### src/rtl/operand_loader_pkg.sv
// Shared types and constants for the operand loader and its bench.
// State encodings are fixed so the bench can reason about them directly.
package operand_loader_pkg;

  localparam int BYTES_PER_OPERAND = 4;

  typedef enum logic [1:0] {
    LOAD_A = 2'd0,
    LOAD_B = 2'd1,
    DONE   = 2'd2
  } state_e;

endpackage

### src/rtl/operand_loader_debounce.sv
// Button conditioner: 2-flop synchronizer, stability counter, rise detector.
// Emits one registered pulse per accepted 0->1 level change.
module button_debounce #(
  parameter int DEBOUNCE_CYCLES = 1000000
) (
  input  logic clk_i,
  input  logic rst_i,
  input  logic btn_i,
  output logic pulse_o
);

  localparam int CW = (DEBOUNCE_CYCLES < 2) ? 1
                    : $clog2(DEBOUNCE_CYCLES + 1);
  localparam logic [CW-1:0] LAST = CW'(DEBOUNCE_CYCLES - 1);

  logic          s1_q, s2_q;
  logic          level_q, level_d;
  logic [CW-1:0] cnt_q, cnt_d;
  logic          pulse_q, pulse_d;

  always_comb begin
    level_d = level_q;
    cnt_d   = '0;
    pulse_d = 1'b0;
    // Any cycle that agrees with the accepted level restarts the count.
    if (s2_q != level_q) begin
      if (cnt_q == LAST) begin
        level_d = s2_q;
        pulse_d = s2_q;
      end else begin
        cnt_d = cnt_q + 1'b1;
      end
    end
  end

  always_ff @(posedge clk_i or posedge rst_i) begin
    if (rst_i) begin
      s1_q    <= 1'b0;
      s2_q    <= 1'b0;
      level_q <= 1'b0;
      cnt_q   <= '0;
      pulse_q <= 1'b0;
    end else begin
      s1_q    <= btn_i;
      s2_q    <= s1_q;
      level_q <= level_d;
      cnt_q   <= cnt_d;
      pulse_q <= pulse_d;
    end
  end

  assign pulse_o = pulse_q;

endmodule

### src/rtl/operand_loader.sv
// Loads two 32-bit operands byte-by-byte (LSB first) from switches,
// one byte per debounced button press.
module operand_loader
  import operand_loader_pkg::*;
#(
  parameter int DEBOUNCE_CYCLES = 1000000
) (
  input  logic        OPERAND_LOADER_clk_xi,
  input  logic        OPERAND_LOADER_rst_xi,
  input  logic [7:0]  OPERAND_LOADER_data_SW_xi,
  input  logic        OPERAND_LOADER_BTN_xi,
  input  logic        OPERAND_LOADER_clear_xi,
  output logic [31:0] OPERAND_LOADER_A_xo,
  output logic [31:0] OPERAND_LOADER_B_xo,
  output logic        OPERAND_LOADER_valid_xo,
  output logic [2:0]  OPERAND_LOADER_idx_xo,
  output logic [7:0]  OPERAND_LOADER_LED_xo
);

  logic        clk, rst, load;
  state_e      state_q, state_d;
  logic [1:0]  cnt_q, cnt_d;
  logic [31:0] a_q, a_d, b_q, b_d;
  logic        valid_q, valid_d;
  logic [2:0]  idx_q, idx_d;
  logic [7:0]  led_q, led_d;

  assign clk = OPERAND_LOADER_clk_xi;
  assign rst = OPERAND_LOADER_rst_xi;

  button_debounce #(
    .DEBOUNCE_CYCLES(DEBOUNCE_CYCLES)
  ) u_btn (
    .clk_i  (clk),
    .rst_i  (rst),
    .btn_i  (OPERAND_LOADER_BTN_xi),
    .pulse_o(load)
  );

  always_comb begin
    state_d = state_q;
    cnt_d   = cnt_q;
    a_d     = a_q;
    b_d     = b_q;
    valid_d = valid_q;
    led_d   = led_q;
    // Clear wins over a coincident load pulse.
    if (OPERAND_LOADER_clear_xi) begin
      state_d = LOAD_A;
      cnt_d   = '0;
      a_d     = '0;
      b_d     = '0;
      valid_d = 1'b0;
      led_d   = '0;
    end else if (load) begin
      unique case (state_q)
        LOAD_A: begin
          a_d[{cnt_q, 3'b000} +: 8] = OPERAND_LOADER_data_SW_xi;
          led_d = OPERAND_LOADER_data_SW_xi;
          cnt_d = cnt_q + 2'd1;
          if (cnt_q == 2'(BYTES_PER_OPERAND - 1))
            state_d = LOAD_B;
        end
        LOAD_B: begin
          b_d[{cnt_q, 3'b000} +: 8] = OPERAND_LOADER_data_SW_xi;
          led_d = OPERAND_LOADER_data_SW_xi;
          cnt_d = cnt_q + 2'd1;
          if (cnt_q == 2'(BYTES_PER_OPERAND - 1)) begin
            state_d = DONE;
            valid_d = 1'b1;
          end
        end
        default: ;
      endcase
    end
    idx_d = (state_d == DONE) ? 3'd7
          : {state_d == LOAD_B, cnt_d};
  end

  always_ff @(posedge clk or posedge rst) begin
    if (rst) begin
      state_q <= LOAD_A;
      cnt_q   <= '0;
      a_q     <= '0;
      b_q     <= '0;
      valid_q <= 1'b0;
      idx_q   <= '0;
      led_q   <= '0;
    end else begin
      state_q <= state_d;
      cnt_q   <= cnt_d;
      a_q     <= a_d;
      b_q     <= b_d;
      valid_q <= valid_d;
      idx_q   <= idx_d;
      led_q   <= led_d;
    end
  end

  assign OPERAND_LOADER_A_xo     = a_q;
  assign OPERAND_LOADER_B_xo     = b_q;
  assign OPERAND_LOADER_valid_xo = valid_q;
  assign OPERAND_LOADER_idx_xo   = idx_q;
  assign OPERAND_LOADER_LED_xo   = led_q;

endmodule
### config.mk
export PLATFORM = sky130hd
export DESIGN_NAME = operand_loader
export DESIGN_NICKNAME = d
export VERILOG_FILES = /design/src/rtl/operand_loader_pkg.sv /design/src/rtl/operand_loader_debounce.sv /design/src/rtl/operand_loader.sv
export SDC_FILE = /design/constraint.sdc
export NUM_CORES = 1
export LEC_CHECK = 0
export CORE_ASPECT_RATIO = 0.5
export CORE_MARGIN = 4
export CORE_UTILIZATION = 56
export DETAILED_ROUTE_END_ITERATION = 6
export GPL_TIMING_DRIVEN = 0
export PLACE_DENSITY = 0.85
export SLEW_MARGIN = 20
export SYNTH_ARGS = -nofsm -noshare
export SYNTH_HDL_FRONTEND = slang
export SYNTH_HIERARCHICAL = 1
export SYNTH_SLANG_ARGS = --single-unit
export TNS_END_PERCENT = 1
### constraint.sdc
create_clock -name OPERAND_LOADER_clk_xi -period 5.55 [get_ports OPERAND_LOADER_clk_xi]
set_clock_uncertainty 0.05 [all_clocks]
set_input_delay 1.665 -clock OPERAND_LOADER_clk_xi [delete_from_list [all_inputs] [get_ports OPERAND_LOADER_clk_xi]]
set_output_delay 1.665 -clock OPERAND_LOADER_clk_xi [all_outputs]
set_load 0.05 [all_outputs]
==> impl_metrics.env <==
export IMPL_drt_iter0_markers=153
export IMPL_die_width_um=138
export IMPL_diodes=0
export IMPL_finalMaxSlewViolations=0
export IMPL_gpl_final_weighted_congestion=0.765
export IMPL_post_cts_resized=0
export IMPL_reg2reg_depth=5
export IMPL_clkLatencyLatePin_ns=0.35
export IMPL_layout_core_utilization_pct=74.6
export IMPL_ios=88
export IMPL_postCtsSetupBuffers=0
export IMPL_tritoncts_num_sinks=104
export IMPL_crit_path_category="reg2out"
export IMPL_crit_family="buffers and inverters"
export IMPL_final_hpwl_from_detailed_placement_mm=7.16
export IMPL_peakVddDrop_mv=0.186
export IMPL_cts_max_level=3
export IMPL_synth_edff_count=0
export IMPL_post_synth_instance_area_mm2=0.00472
export IMPL_die_height_um=72.9
export IMPL_power_static_leakage_nw=2.71
export IMPL_core_region_area_mm2=0.00809
export IMPL_tightestPinTransition_ns=0.901
export IMPL_nNetsFinal=475
export IMPL_global_route_usage_met1_pct=29.3
export IMPL_hold_path_cell_count=0
export IMPL_dr_drc_count=0
export IMPL_startpoint_class_of_the_critical_path="register"
export IMPL_cp_depth=1
export IMPL_setup_violations_final=0
export IMPL_cts_inserted_buffers=9
export IMPL_critical_path_arrival_ns=1.56
export IMPL_hold_path_class="reg2reg"
export IMPL_clk_pin_slew_ns=0.07
export IMPL_starting_density_of_the_core_pct=58.4
export IMPL_tritonroute_pass_1_iters=4
export IMPL_use_met3_pct=5.30
export IMPL_via_per_inst=5.47
export IMPL_clock_tree_from_tritoncts="done"
export IMPL_worstSetupEndpointType="primary output"
export IMPL_max_cap_viol_count=0
export IMPL_crit_chain="clkdlybuf4s50_1"
export IMPL_ys_dominant_reg_cell="dfrtp_1"
export IMPL_pin_count_of_the_biggest_net_entering_global_routing=50
export IMPL_total_gr_overflow=0
export IMPL_timing_fmax_ghz=0.305
export IMPL_cts_root_buf="clkbuf_16"
export IMPL_routed_via_count=3142
export IMPL_grt_first_pass_wirelength_mm=17.0
export IMPL_global_route_peak_usage_layer="met2"
export IMPL_synthArstFlopShare_pct=100
export IMPL_synth_seq_area_share_pct=55.1
export IMPL_postSynthAreaPerCell_um2=13.1
export IMPL_worst_path_max_fanout=2
export IMPL_grt_pass1_vias=3251
export IMPL_critPathRequiredTime_ns=3.84
export IMPL_die_area_mm2=0.0100
export IMPL_grt_usage_pct=22.2
export IMPL_portBuffers=86
export IMPL_global_route_usage_met2_pct=37.0
export IMPL_detail_route_wl_per_cell_um=17.7
export IMPL_drive_gt1_share_pct=24.0
export IMPL_status="completed"
export IMPL_grt_setup_unrepaired="no"
export IMPL_areaGrowthSynthToFinish_pct=27.8
export IMPL_worst_path_max_delay_cell="clkdlybuf4s50_1"
export IMPL_cts_hold_fix_buffers=0
export IMPL_pwrdens_mw_per_mm2=251
export IMPL_report_final_hold_viol_count=0
export IMPL_timing_setup_tns_ns=0
export IMPL_postRouteWirelength_mm=10.2
export IMPL_row_count=23
export IMPL_clockBufferDepth=2
export IMPL_synth_distinct_cells=53
export IMPL_slowest_delay_ns=0.83
export IMPL_netlist_instances=359
export IMPL_ys_ff_latch=104
export IMPL_detail_route_antenna_nets=0
export IMPL_timing_final_crit_share_pct=59.0
export IMPL_synth_warning_count=6
export IMPL_shortest_period_the_worst_path_allows_ns=3.27
export IMPL_mappedNetlistNets=377
export IMPL_cp_buffers_inverters=1
export IMPL_initial_antenna_violation_count=0
export IMPL_maxSlewHeadroom_pct=39.9
## flip-flops by register name, summed over array words and instances, names as in the netlist
register / count
OPERAND_LOADER_A_xo: 32
OPERAND_LOADER_B_xo: 32
u_btn/cnt_q: 20
OPERAND_LOADER_LED_xo: 8
OPERAND_LOADER_idx_xo: 3
cnt_q: 2
state_q: 2
OPERAND_LOADER_valid_xo: 1
u_btn/level_q: 1
u_btn/pulse_o: 1
u_btn/s1_q: 1
u_btn/s2_q: 1
## cells in the mapped netlist, types with 4 or more instances
library cell,number,area (um2)
a21oi_1,13,65.1
a31oi_4,6,128
and2_1,9,56.3
and3_1,11,68.8
and4b_1,8,80.1
buf_4,4,30.0
dfrtp_1,104,2600
ha_1,6,75.1
inv_1,7,26.3
mux2_2,63,709
nand2_1,22,82.6
nand3_1,5,25.0
nor2_1,20,75.1
nor3b_1,8,60.1
xnor2_1,8,70.1
xor2_1,7,61.3
## per-stage QoR
step	power [W]	hold WS, ns	setup slack, ns	std cells	instance area, um2
2_1_floorplan	0.000879	0.281	1.78	359	4720
3_3_place_gp	0.000926	0.291	0.554	557	5720
3_5_place_dp	0.000930	0.289	2.38	558	5750
4_1_cts	0.00153	0.304	2.26	574	6030
5_1_grt	0.00157	0.333	2.24	574	6030
6_report	0.00152	0.305	2.28	574	6030
## layout by cell type, fill, tap and decap left out, types with 3 or more instances in the layout
cell               n
clkbuf_1           3
inv_1              6
a21oi_1           13
xor2_1             7
nor2_1            20
nor3b_1            8
mux2_2            63
nand2_1           22
a31oi_4            6
and4b_1            8
xnor2_1            8
clkdlybuf4s50_1   86
o31ai_1            3
and3_1            11
clkbuf_16          9
and2_1             9
dfrtp_1          104
nand3_1            5
nor3_1             3
ha_1               6
buf_4              4
buf_2              3
or4_1              3
## power breakdown
part | switching (W) | total [W] | internal, W
sequential | 0.00000767 | 0.000778 | 0.000770
combinational | 0.0000858 | 0.000135 | 0.0000495
clock | 0.000284 | 0.000602 | 0.000318
total | 0.000377 | 0.00152 | 0.00114
## logic make-up after synthesis
group                    count (synthesis)  synth area share [%]
AND/OR/NAND/NOR                        115                  15.7
adder cells (fa/ha/maj)                  6                  1.59
multiplexers                            67                  16.0
flip-flops                             104                  55.1
AO/OA/AOI/OAI                           32                  6.63
buffers and inverters                   20                  2.17
XOR/XNOR                                15                  2.78
## routing by layer
layer	part of all wire (%)	vias to the layer above
met5	0	-
li1	-	1485
met4	0.98	0
met2	49	72
met1	45	1575
met3	4.8	10
## path summary, 6_finish.rpt
check / from / endpoint / slack (ns)
setup / recovery: OPERAND_LOADER_A_xo[23] / OPERAND_LOADER_A_xo[23] / 2.28
hold reg to reg: u_btn/s1_q / u_btn/s2_q / 0.31
max in group asynchronous: OPERAND_LOADER_rst_xi / u_btn/cnt_q[6] / 3.05
setup reg to reg: cnt_q[0] / OPERAND_LOADER_A_xo[3] / 3.37
hold / removal: u_btn/s1_q / u_btn/s2_q / 0.31
min in group asynchronous: OPERAND_LOADER_rst_xi / OPERAND_LOADER_A_xo[22] / 1.64
## area by class of cell
type	instances	area (um2)
buffer	13	76.3
clock buffer	10	239
clock inverter	6	42.5
fill	550	2050
inverter	7	28.8
multi-input combinational	235	2010
sequential	104	2600
tap	112	140
timing repair buffer	87	888
Power figures use the tool's default switching activity.
